--- src/rtl/cpu_ctrl_pkg.sv ---
// Shared constants for the pipeline controller: widths, control-register map,
// CTRL_OP codes, exception codes and STATUS bit positions.
package cpu_ctrl_pkg;

  localparam int PC_W    = 30;
  localparam int DATA_W  = 32;
  localparam int CREG_AW = 5;
  localparam int IRQ_W   = 8;
  localparam int EXP_W   = 3;

  localparam logic [CREG_AW-1:0] CREG_STATUS     = 5'd0;
  localparam logic [CREG_AW-1:0] CREG_PRE_STATUS = 5'd1;
  localparam logic [CREG_AW-1:0] CREG_EXP_VECTOR = 5'd2;
  localparam logic [CREG_AW-1:0] CREG_CAUSE      = 5'd3;
  localparam logic [CREG_AW-1:0] CREG_INT_MASK   = 5'd4;
  localparam logic [CREG_AW-1:0] CREG_IRQ_PEND   = 5'd5;
  localparam logic [CREG_AW-1:0] CREG_EPC        = 5'd6;

  typedef enum logic [1:0] {
    CTRL_OP_NOP  = 2'd0,
    CTRL_OP_WRCR = 2'd1,
    CTRL_OP_EXRT = 2'd2
  } ctrl_op_e;

  localparam logic [EXP_W-1:0] EXP_NONE    = 3'd0;
  localparam logic [EXP_W-1:0] EXP_EXT_INT = 3'd1;

  localparam int ST_INT_EN   = 0;
  localparam int ST_EXE_MODE = 1;

  localparam logic [IRQ_W-1:0] INT_MASK_RST = 8'hFF;

  // Bit 3 = IF/ID, 2 = ID/EX, 1 = EX/MEM, 0 = MEM/WB.
  typedef struct packed {
    logic [3:0] stall;
    logic [3:0] flush;
  } pipe_ctl_t;

endpackage

--- src/rtl/cpu_ctrl_irq_sync.sv ---
// Two-flop synchronizer for the asynchronous external interrupt lines.
module irq_sync
  import cpu_ctrl_pkg::*;
(
  input  logic             clk,
  input  logic             rst_n,
  input  logic [IRQ_W-1:0] d_i,
  output logic [IRQ_W-1:0] q_o
);

  logic [IRQ_W-1:0] meta_q, sync_q;

  always_ff @(posedge clk or negedge rst_n) begin
    if (!rst_n) begin
      meta_q <= '0;
      sync_q <= '0;
    end else begin
      meta_q <= d_i;
      sync_q <= meta_q;
    end
  end

  assign q_o = sync_q;

endmodule

--- src/rtl/cpu_ctrl.sv ---
// Pipeline stall/flush controller and CPU control registers; commit point is MEM.
// Optional feature macro: CTRL_IRQ_EN (external interrupt path, INT_MASK, IRQ_PEND).
module cpu_ctrl
  import cpu_ctrl_pkg::*;
(
  input  logic               clk,
  input  logic               reset,
  input  logic               if_busy,
  input  logic               mem_busy,
  input  logic               ld_hazard,
  input  logic [PC_W-1:0]    mem_pc,
  input  logic               mem_en,
  input  logic [1:0]         mem_ctrl_op,
  input  logic [CREG_AW-1:0] mem_dst_addr,
  input  logic [DATA_W-1:0]  mem_wr_data,
  input  logic [EXP_W-1:0]   mem_exp_code,
  input  logic [IRQ_W-1:0]   irq,
  input  logic [CREG_AW-1:0] creg_rd_addr,
  output logic [DATA_W-1:0]  creg_rd_data,
  output logic               if_stall,
  output logic               id_stall,
  output logic               ex_stall,
  output logic               mem_stall,
  output logic               if_flush,
  output logic               id_flush,
  output logic               ex_flush,
  output logic               mem_flush,
  output logic [PC_W-1:0]    new_pc,
  output logic               exe_mode,
  output logic               int_en
);

  logic [1:0]       status_q, status_d, pre_q, pre_d;
  logic [PC_W-1:0]  vec_q, vec_d, epc_q, epc_d;
  logic [EXP_W-1:0] cause_q, cause_d;
  logic [IRQ_W-1:0] mask_q, irq_pend;
  logic             irq_hit, mask_wr;
  pipe_ctl_t        ctl;

`ifdef CTRL_IRQ_EN
  logic [IRQ_W-1:0] mask_d;

  irq_sync u_irq_sync (
    .clk   (clk),
    .rst_n (reset),
    .d_i   (irq),
    .q_o   (irq_pend)
  );

  assign irq_hit = |(irq_pend & ~mask_q);
  assign mask_d  = mask_wr ? mem_wr_data[IRQ_W-1:0] : mask_q;

  always_ff @(posedge clk or negedge reset) begin
    if (!reset) mask_q <= INT_MASK_RST;
    else        mask_q <= mask_d;
  end
`else
  logic unused_irq;
  assign unused_irq = ^{irq, mask_wr};
  assign irq_pend   = '0;
  assign mask_q     = '0;
  assign irq_hit    = 1'b0;
`endif

  // Priority chain: busy > exception > interrupt > EXRT > WRCR > load-use.
  always_comb begin
    ctl      = '0;
    new_pc   = '0;
    mask_wr  = 1'b0;
    status_d = status_q;
    pre_d    = pre_q;
    vec_d    = vec_q;
    epc_d    = epc_q;
    cause_d  = cause_q;
    if (!reset) begin
      ctl = '0;
    end else if (if_busy || mem_busy) begin
      ctl.stall = '1;
    end else if (mem_en && ((mem_exp_code != EXP_NONE) || (status_q[ST_INT_EN] && irq_hit))) begin
      ctl.flush = '1;
      new_pc    = vec_q;
      epc_d     = mem_pc;
      cause_d   = (mem_exp_code != EXP_NONE) ? mem_exp_code : EXP_EXT_INT;
      pre_d     = status_q;
      status_d  = '0;
    end else if (mem_en && mem_ctrl_op == CTRL_OP_EXRT) begin
      ctl.flush = '1;
      new_pc    = epc_q;
      status_d  = pre_q;
    end else if (mem_en && mem_ctrl_op == CTRL_OP_WRCR) begin
      ctl.flush = '1;
      new_pc    = mem_pc + 30'd1;
      case (mem_dst_addr)
        CREG_STATUS:     status_d = mem_wr_data[1:0];
        CREG_PRE_STATUS: pre_d    = mem_wr_data[1:0];
        CREG_EXP_VECTOR: vec_d    = mem_wr_data[DATA_W-1:2];
        CREG_INT_MASK:   mask_wr  = 1'b1;
        default: ;
      endcase
    end else if (ld_hazard) begin
      ctl.stall[3] = 1'b1;
      ctl.flush[2] = 1'b1;
    end
  end

  always_ff @(posedge clk or negedge reset) begin
    if (!reset) begin
      status_q <= '0;
      pre_q    <= '0;
      vec_q    <= '0;
      epc_q    <= '0;
      cause_q  <= '0;
    end else begin
      status_q <= status_d;
      pre_q    <= pre_d;
      vec_q    <= vec_d;
      epc_q    <= epc_d;
      cause_q  <= cause_d;
    end
  end

  always_comb begin
    creg_rd_data = '0;
    case (creg_rd_addr)
      CREG_STATUS:     creg_rd_data = {30'b0, status_q};
      CREG_PRE_STATUS: creg_rd_data = {30'b0, pre_q};
      CREG_EXP_VECTOR: creg_rd_data = {vec_q, 2'b00};
      CREG_CAUSE:      creg_rd_data = {29'b0, cause_q};
      CREG_INT_MASK:   creg_rd_data = {24'b0, mask_q};
      CREG_IRQ_PEND:   creg_rd_data = {24'b0, irq_pend};
      CREG_EPC:        creg_rd_data = {epc_q, 2'b00};
      default:         creg_rd_data = '0;
    endcase
  end

  assign {if_stall, id_stall, ex_stall, mem_stall} = ctl.stall;
  assign {if_flush, id_flush, ex_flush, mem_flush} = ctl.flush;
  assign exe_mode = status_q[ST_EXE_MODE];
  assign int_en   = status_q[ST_INT_EN];

endmodule

--- config.mk ---
export PLATFORM = sky130hd
export DESIGN_NAME = cpu_ctrl
export DESIGN_NICKNAME = d
export VERILOG_FILES = /design/src/rtl/cpu_ctrl_pkg.sv /design/src/rtl/cpu_ctrl_irq_sync.sv /design/src/rtl/cpu_ctrl.sv
export SDC_FILE = /design/constraint.sdc
export NUM_CORES = 1
export LEC_CHECK = 0
export CORE_MARGIN = 2
export CORE_UTILIZATION = 65
export CTS_CLUSTER_SIZE = 8
export DETAILED_ROUTE_END_ITERATION = 12
export DONT_BUFFER_PORTS = 1
export MAX_ROUTING_LAYER = met4
export PLACE_DENSITY = 0.85
export SYNTH_ARGS = -nofsm -noshare
export SYNTH_HDL_FRONTEND = slang
export SYNTH_SLANG_ARGS = --single-unit
--- constraint.sdc ---
create_clock -name clk -period 2.9 [get_ports clk]
set_input_delay 0.29 -clock clk [delete_from_list [all_inputs] [get_ports clk]]
set_output_delay 0.29 -clock clk [all_outputs]
set_load 0.03 [all_outputs]
Yosys cells after proc, flatten, opt, wreduce, memory -nomap -nowiden
Cells that the tools add are included.
Widths: inputs -> output; s select.
- $mul: 0
- div/mod/pow operators: 0
- bitwise gates (word level): 3
- shift-type cells: 0
- magnitude comparators: 0
- add/subtract/negate cells: 1
- equality and inequality tests: 9
- muxes and demuxes: 28
- reduce and logical (&&, ||, !) cells: 15
- operators with widths (cell ; count):
    $pmux 32 s5 ; 1
    $mux 30 ; 5
    $add 30x1->30 const B ; 1
    $mux 2 ; 9
    $eq 5x2->1 const B ; 3
    $mux 4 ; 3
    $eq 5x1->1 const B ; 2
    $logic_not 5->1 ; 2
    $reduce_bool 3->1 ; 3
    $mux 8 ; 1
    $mux 1 ; 7
    $mux 3 ; 2
    $reduce_and 6->1 ; 1
    $eq 5x3->1 const B ; 1
    $reduce_and 5->1 ; 1
    $reduce_and 4->1 ; 1
    $reduce_bool 2->1 ; 2
    $logic_and 1x1->1 ; 3
    $not 1->1 ; 3
    $reduce_and 3->1 ; 1
    $eq 2x1->1 const B ; 1
    $eq 2x2->1 const B ; 1
    $ne 2x2->1 const B ; 1
    $logic_or 1x1->1 ; 1
- bits in latches: 0
- bits in writable memories: 0
- bits in registers: 67
- logic and storage cells: 61
- ROM bits: 0
- memories kept: 0

Depth between registers and ports, before layout
Gate-level depths: netlist of run 1.
- depth after elaboration: 7
- gate-level depth with buffers: 7

Worst setup path before layout of run 1
Ideal clock, no wire load.
- kind: input port to output port
- start point: input port mem_pc[0]
- end point: output port new_pc[20]
- data arrival time: 1.960 ns
- stages on the path: 7
- path slack: 0.650 ns
- buffers on the path: 2
- cell sequence: ha_1 clkbuf_1 nand3_1 or4_1 clkbuf_2 or4_1 nand3_1
- word-level cells in the longest chain between the ends: 6
- RTL lines (item ; line ; text):
    start, declared ; cpu_ctrl.sv:11 ; input logic [PC_W-1:0] mem_pc,
    $add 30x1->30 ; cpu_ctrl.sv:92 ; new_pc = mem_pc + 30'd1;
    $mux 30 ; cpu_ctrl.sv:90 ; end else if (mem_en && mem_ctrl_op == CTRL_OP_WRCR) begin
    $mux 30 ; cpu_ctrl.sv:86 ; end else if (mem_en && mem_ctrl_op == CTRL_OP_EXRT) begin
    $mux 30 ; cpu_ctrl.sv:79 ; end else if (mem_en && ((mem_exp_code != EXP_NONE) || (status_q[ST_INT_EN] && irq_hit))) begin
    $mux 30 ; cpu_ctrl.sv:77 ; end else if (if_busy || mem_busy) begin
    $mux 30 ; cpu_ctrl.sv:75 ; if (!reset) begin
    end, declared ; cpu_ctrl.sv:28 ; output logic [PC_W-1:0] new_pc,
Every way passes these cells.

Final worst setup path of run 1
- start point: input port mem_pc[3]
- end point: output port new_pc[19]
The elaborated chain is that of the path after synthesis.

==> flow_metrics.tcl, run 1 <==
set metrics [dict create \
    run_status "complete, no violations" \
    min_period_over_period_pct 80.9 \
    drive_gt1_share_pct 27.3 \
    path_delay_family "simple AND/OR/NAND/NOR gates" \
    fin_tns_setup_ns 0 \
    dp.final_hpwl_mm 9.36 \
    die_boundary_width_um 88.4 \
    final_antenna_net_count 0 \
    route.detailed.drc 0 \
    cts_resized 0 \
    clock_sink_count 67 \
    postSynth.asyncResetShare_pct 100 \
    critPathMaxStageDelay_ns 0.77 \
    synth-seq-cells 67 \
    rows 30 \
    clk_transition_reported_paths_ns 0.08 \
    clock_latency_ns 0.35 \
    firstDrtPassIters 5 \
    clockRootBuffer "sky130_fd_sc_hd__clkbuf_8" \
    hold-path-cell-count 1 \
    route.detailed.vias_per_inst 6.88 \
    grt_remaining_overflow 0 \
    powerDensity_nw_per_um2 477 \
    layout.cells.non_filler 606 \
    timing_max_transition_violations_final 0 \
    clock_tree_from_tritoncts "built" \
    yosysSeqAreaShare_pct 36.2 \
    initialDrtViolationCount 303 \
    tritoncts.num_buffers 9 \
    global_route_wire_length_before_repair_mm 20.4 \
    portBuffers 0 \
    syn2layout_area_growth_pct 11.9 \
    tightest_hold_check_type "primary input to flop" \
    clockBufferDepth 2 \
    cts_post_setup_buffers_inserted 0 \
    core_region_area_um2 6830 \
    nets 597 \
    design.die.area_um2 7820 \
    cell_count_after_placement 588 \
    worstPathRequired_ns 2.61 \
    setup_cp_type "primary input to output pin" \
    fin_util_pct 75.9 \
    fin_worst_skew_ns 0.000514 \
    antenna_violations_before_repair 0 \
    critical_path_arrival_ns 2.06 \
    synth_area_leaders "sky130_fd_sc_hd__dfrtp_1, sky130_fd_sc_hd__mux2_2, sky130_fd_sc_hd__mux2i_1" \
    crit_path_cell_trace "nand4_2 > or4_1 > or4_1 > nand3_1" \
    synthCells 486 \
    wire_length_per_cell_um 21.7 \
    end_kind "output pin" \
    die-height_um 88.4 \
    hold_viol_final 0 \
    ctsHtreeMaxLevel 3 \
    worst_r2r_path_depth 2 \
    hold_slack_ns 0.0882 \
    power_mw 2.48 \
    final_design_area_no_fill_um2 5190 \
    timing.critical_path.slowest_stage_cell "sky130_fd_sc_hd__or4_1" \
    detailroute.via_count 4170 \
    gr_util_all_layers_pct 34.9 \
    ys.flop_type "sky130_fd_sc_hd__dfrtp_1" \
    p_leak_nw 2.13 \
    crit_cells 4 \
    yosysTopAreaCellShare_pct 36.2 \
    postSynthNetCount 578 \
    startpoint_type "primary input" \
    routabilityCongestion 0.961 \
    multi_input_area_um2 2760 \
    max-slew-margin-rel_pct 42.1 \
    finalWirelength_mm 13.2 \
    antennaDiodeCount 0 \
    worstMarginPinSlew_ns 0.875 \
    synth.yosys.warnings 0 \
    post_synth_most_frequent_cells "sky130_fd_sc_hd__mux2_2, sky130_fd_sc_hd__dfrtp_1, sky130_fd_sc_hd__nand3_1" \
    placed_area_um2 4910 \
    critical_path_buf_inv_count 0 \
    finalWorstPathRequiredPeriod_ns 2.35 \
    start_util_pct 67.8 \
    power.ir.vdd_worst_v 0.000381 \
    netlist.top_cell.by_area "sky130_fd_sc_hd__dfrtp_1" \
    top_level_ports 163 \
    grt_start_max_net_pins 68 \
    ff_latch_area_um2 1680 \
    post-synth-top-count-cell "sky130_fd_sc_hd__mux2_2" \
    drv_cap 0 \
    critPathMostFrequentCell "sky130_fd_sc_hd__or4_1" \
    first_global_vias 4033 \
    avgSynthCellArea_um2 9.53 \
    crit_fanout 9 \
    cell_area_after_synthesis_um2 4630 \
    synth_cell_type_count 55 \
    report.final.setup_viol 0 \
    fill_cells 486 \
    fin_ws_ns 0.554 \
    post_placement_setup_slack_ns 0.559 \
    rsz0062_at_grt "no" \
    synth_edf_count 0 \
    fmax_mhz 426 \
]
[repair_timing]
item,in CTS,in global routing
endpoints found under the hold margin,67,0
hold buffers,2,0
setup endpoints to repair,0,0
[registers in the layout (all words and copies together), names as in the netlist]
name / flops
vec_q: 30
epc_q: 30
status_q: 2
pre_q: 2
cause_q: 3
[final timing paths]
check | startpoint | endpoint | slack [ns]
max in group asynchronous | reset | epc_q[18] | 2.12
min | mem_pc[12] | epc_q[12] | 0.09
max | mem_pc[3] | new_pc[19] | 0.55
max reg2reg | status_q[0] | pre_q[0] | 1.67
min in group asynchronous | reset | status_q[1] | 0.48
min reg2reg | cause_q[0] | cause_q[0] | 0.52
[placed cells by master (no fill, tap or decap), types with 6 or more instances in the layout]
cell type                  synthesis  layout
sky130_fd_sc_hd__or4_1            13      13
sky130_fd_sc_hd__nand2_1          29      29
sky130_fd_sc_hd__a21o_1           14      14
sky130_fd_sc_hd__or3_1             6       6
sky130_fd_sc_hd__inv_1            10      10
sky130_fd_sc_hd__buf_4             5      42
sky130_fd_sc_hd__a22oi_1          15      15
sky130_fd_sc_hd__nor3_1            9       9
sky130_fd_sc_hd__nor2_1           36      36
sky130_fd_sc_hd__mux2_2           71      71
sky130_fd_sc_hd__nand4_1           9       9
sky130_fd_sc_hd__o22ai_1           6       6
sky130_fd_sc_hd__dfrtp_1          67      67
sky130_fd_sc_hd__xnor2_1           7       7
sky130_fd_sc_hd__mux2i_1          30      30
sky130_fd_sc_hd__clkbuf_8          0       9
sky130_fd_sc_hd__nor4_1           11      11
sky130_fd_sc_hd__o21ai_0           7       7
sky130_fd_sc_hd__nand3_1          43      43
sky130_fd_sc_hd__o211ai_1          9       9
sky130_fd_sc_hd__a21oi_1           8       8
[worst reg2reg max path, cell delays in order (launching register included)]
cell and delay (ns):
sky130_fd_sc_hd__dfrtp_1 0.54, sky130_fd_sc_hd__mux2_2 0.33, sky130_fd_sc_hd__mux2_2 0.25
[cell families (layout without fill, tap and decap cells)]
logic type                 count (synthesis)  after routing  synth area share [%]
adders and majority gates                  1              1                 0.270
xor gates and xnor gates                   8              8                  1.51
AOI/OAI and AO/OA                         85             85                  13.4
buffers and inverters                     46             70                  4.40
and+or+nand+nor                          178            178                  20.5
DFF                                       67             67                  36.2
muxes                                    101            101                  23.7
[power breakdown]
part           switching (mW)  internal, mW
clock                   0.381         0.569
sequential              0.110          1.06
combinational           0.177         0.182
[cell type report]
class	instances	share of cell area, %
multi-input combinational	373	53.2
tap	96	2.32
timing repair buffer	44	6.80
clock inverter	7	2.24
sequential	67	32.3
inverter	10	0.724
clock buffer	9	2.39
[metal layers]
metal,wire [um],track usage [%],up-vias
met5,0,-,-
met4,235,10.9,0
met3,1390,7.00,32
met2,6460,57.8,257
met1,5090,43.1,2011
li1,-,-,1870
Note: power is estimated with default switching activity, not from simulation.
==> run 2, diff against run 1 <==
Clock period 2.9 ns to 2.2 ns, I/O delays scaled along.
==> run 2 against run 1 <==
  * Cell area grew 8.1%
  * Clock skew about the same
  * Global-route usage up 3.1 points
  * Sequential share of layout area fell by 2.4 points
  * Clock power increased by 41%
  * Worst setup slack worse by 0.53 ns
  * Total power grew 37%
  * Worst hold slack got worse by 0.078 ns
  * Sequential cell count unchanged
  * Combinational power rose by 38%
  * Core utilization is 6.2 points higher
  * Non-clock buffer count grew 48
  * Highest routed layer unchanged
==> flow_metrics.tcl, run 2 (synthesis results as in run 1) <==
set metrics [dict create \
    run_status "complete, no violations" \
    report.final.setup_viol 0 \
    antennaDiodeCount 0 \
    hold-path-cell-count 1 \
    power.ir.vdd_worst_v 0.000519 \
    fin_tns_setup_ns 0 \
    hold_slack_ns 0.0106 \
    combPwrFrac_pct 14.6 \
    tritoncts.num_buffers 9 \
    grt_remaining_overflow 0 \
    timing.reg2reg.setup_slack_ns 0.98 \
    internal_power_mw 2.49 \
    reg.largest.list "epc_q x30, vec_q x30, cause_q x3" \
    clkPwrFrac_pct 39.7 \
    crit_end "new_pc[22]" \
    r2r_end "pre_q[1]" \
    power.net_switching_mw 0.888 \
    core_region_area_um2 6830 \
    route.detailed.drc 0 \
    max-slew-margin-rel_pct 44.3 \
    clockBufferDepth 2 \
    start_util_pct 67.8 \
    startpoint_type "primary input" \
    design.die.area_um2 7820 \
    final_design_area_no_fill_um2 5610 \
    drive_gt1_share_pct 33.7 \
    nets 645 \
    die-height_um 88.4 \
    initialDrtViolationCount 400 \
    routabilityCongestion 0.915 \
    mostFrequentLayoutCells "sky130_fd_sc_hd__buf_4, sky130_fd_sc_hd__mux2_2, sky130_fd_sc_hd__dfrtp_1, sky130_fd_sc_hd__nand3_1, sky130_fd_sc_hd__nor2_1" \
    drv_cap 0 \
    portBuffers 0 \
    hold_viol_final 0 \
    syn2layout_area_growth_pct 21.0 \
    top_level_ports 163 \
    timing_max_transition_violations_final 0 \
    powerDensity_nw_per_um2 603 \
    finalWirelength_mm 14.3 \
    route.detailed.vias_per_inst 6.85 \
    dp.final_hpwl_mm 9.88 \
    wire_length_per_cell_um 21.9 \
    worstPathRequired_ns 1.98 \
    die_boundary_width_um 88.4 \
    critical_path_origin "mem_pc[8]" \
    final_antenna_net_count 0 \
    grt_start_max_net_pins 68 \
    worst_r2r_path_depth 2 \
    rows 30 \
    antenna_violations_before_repair 0 \
    min_period_over_period_pct 99.0 \
    final_common_cell "sky130_fd_sc_hd__buf_4" \
    ctsHtreeMaxLevel 3 \
    first_global_vias 4496 \
    firstDrtPassIters 5 \
    critical_path_arrival_ns 1.96 \
    end_kind "output pin" \
    detailroute.via_count 4479 \
    clock_latency_ns 0.35 \
    switching_power_as_a_share_of_total_power_pct 26.3 \
    clockRootBuffer "sky130_fd_sc_hd__clkbuf_8" \
    cts_post_setup_buffers_inserted 0 \
    placed_area_um2 5310 \
    worstMarginPinSlew_ns 0.836 \
    p_leak_nw 2.41 \
    setup_cp_type "primary input to output pin" \
    clock_tree_from_tritoncts "built" \
    share_seq_of_total_power_pct 45.7 \
    clk_transition_reported_paths_ns 0.08 \
    gr_util_all_layers_pct 37.9 \
    crit_fanout 6 \
    clock_sink_count 67 \
    tightest_hold_check_type "primary input to flop" \
    fin_worst_skew_ns 0.000182 \
    crit-reg2reg-launch "status_q[1]" \
    fmax_mhz 459 \
    rsz0062_at_grt "no" \
    global_route_wire_length_before_repair_mm 22.1 \
    finalWorstPathRequiredPeriod_ns 2.18 \
    fin_ws_ns 0.0225 \
    post_placement_setup_slack_ns 0.105 \
]
-- run 2: cell count changes in the layout (fill, tap and decap cells not counted) --
cell,previous run,this run
sky130_fd_sc_hd__clkinv_4,1,0
sky130_fd_sc_hd__buf_4,42,87
sky130_fd_sc_hd__clkinv_2,2,1
sky130_fd_sc_hd__or4_1,13,12
sky130_fd_sc_hd__or4_4,0,1
sky130_fd_sc_hd__clkbuf_8,9,12
sky130_fd_sc_hd__buf_12,0,3
sky130_fd_sc_hd__clkinvlp_4,1,0
-- run 2: layout make-up --
class                      instances  area, um^2
timing repair buffer              92         751
sequential                        67        1680
clock buffer                      12         165
multi-input combinational        373        2760
tap                               96         120
fill                             437        1220
inverter                          10        37.5
clock inverter                     4        95.1
-- run 2: what timing repair did --
item / 4_1_cts / 5_1_grt
hold endpoints to repair: 67 / 0
endpoints found under the setup margin: 0 / 2
hold buffers: 2 / 0
resized for setup: 0 / 1
-- run 2: how the worst min path moves through the flow --
stage                 endpoint             from  slack [ns]
finish              cause_q[0]  mem_exp_code[0]        0.01
global route         vec_q[28]  mem_wr_data[30]       0.007
CTS                  epc_q[18]       mem_pc[18]        0.01
detailed placement   vec_q[25]            reset       -0.07
global placement     vec_q[25]            reset       -0.07
floorplan           cause_q[0]            reset       -0.08
-- run 2: per-layer routing --
layer  global-route usage (%)  wire, um  up-vias
met5                        -         0        -
met4                     16.3       442        0
met2                     63.0      7230      307
li1                         -         -     1968
met3                     9.42      1460       57
met1                     43.7      5200     2147
-- run 2: power by group through the flow --
stage          clock network (mW)  logic [mW]  registers [mW]
2_1_floorplan                   0       0.384            1.52
3_3_place_gp                    0       0.435            1.54
3_5_place_dp                    0       0.456            1.56
4_1_cts                      1.34       0.495            1.54
5_1_grt                      1.39       0.538            1.56
6_report                     1.34       0.495            1.54
-- run 2: critical path: stages --
cell and delay (ns):
sky130_fd_sc_hd__nand3_1 0.12, sky130_fd_sc_hd__buf_4 0.18, sky130_fd_sc_hd__or3_1 0.45, sky130_fd_sc_hd__o311ai_0 0.61, sky130_fd_sc_hd__nand3_1 0.16, sky130_fd_sc_hd__buf_4 0.21
-- run 2: stage by stage --
stage	util [%]	cells	total power, mW
finish	82.1	654	3.38
floorplan	-	486	1.90
CTS	82.0	654	3.38
global route	82.1	654	3.49
global placement	77.7	636	1.98
detailed placement	77.7	636	2.02
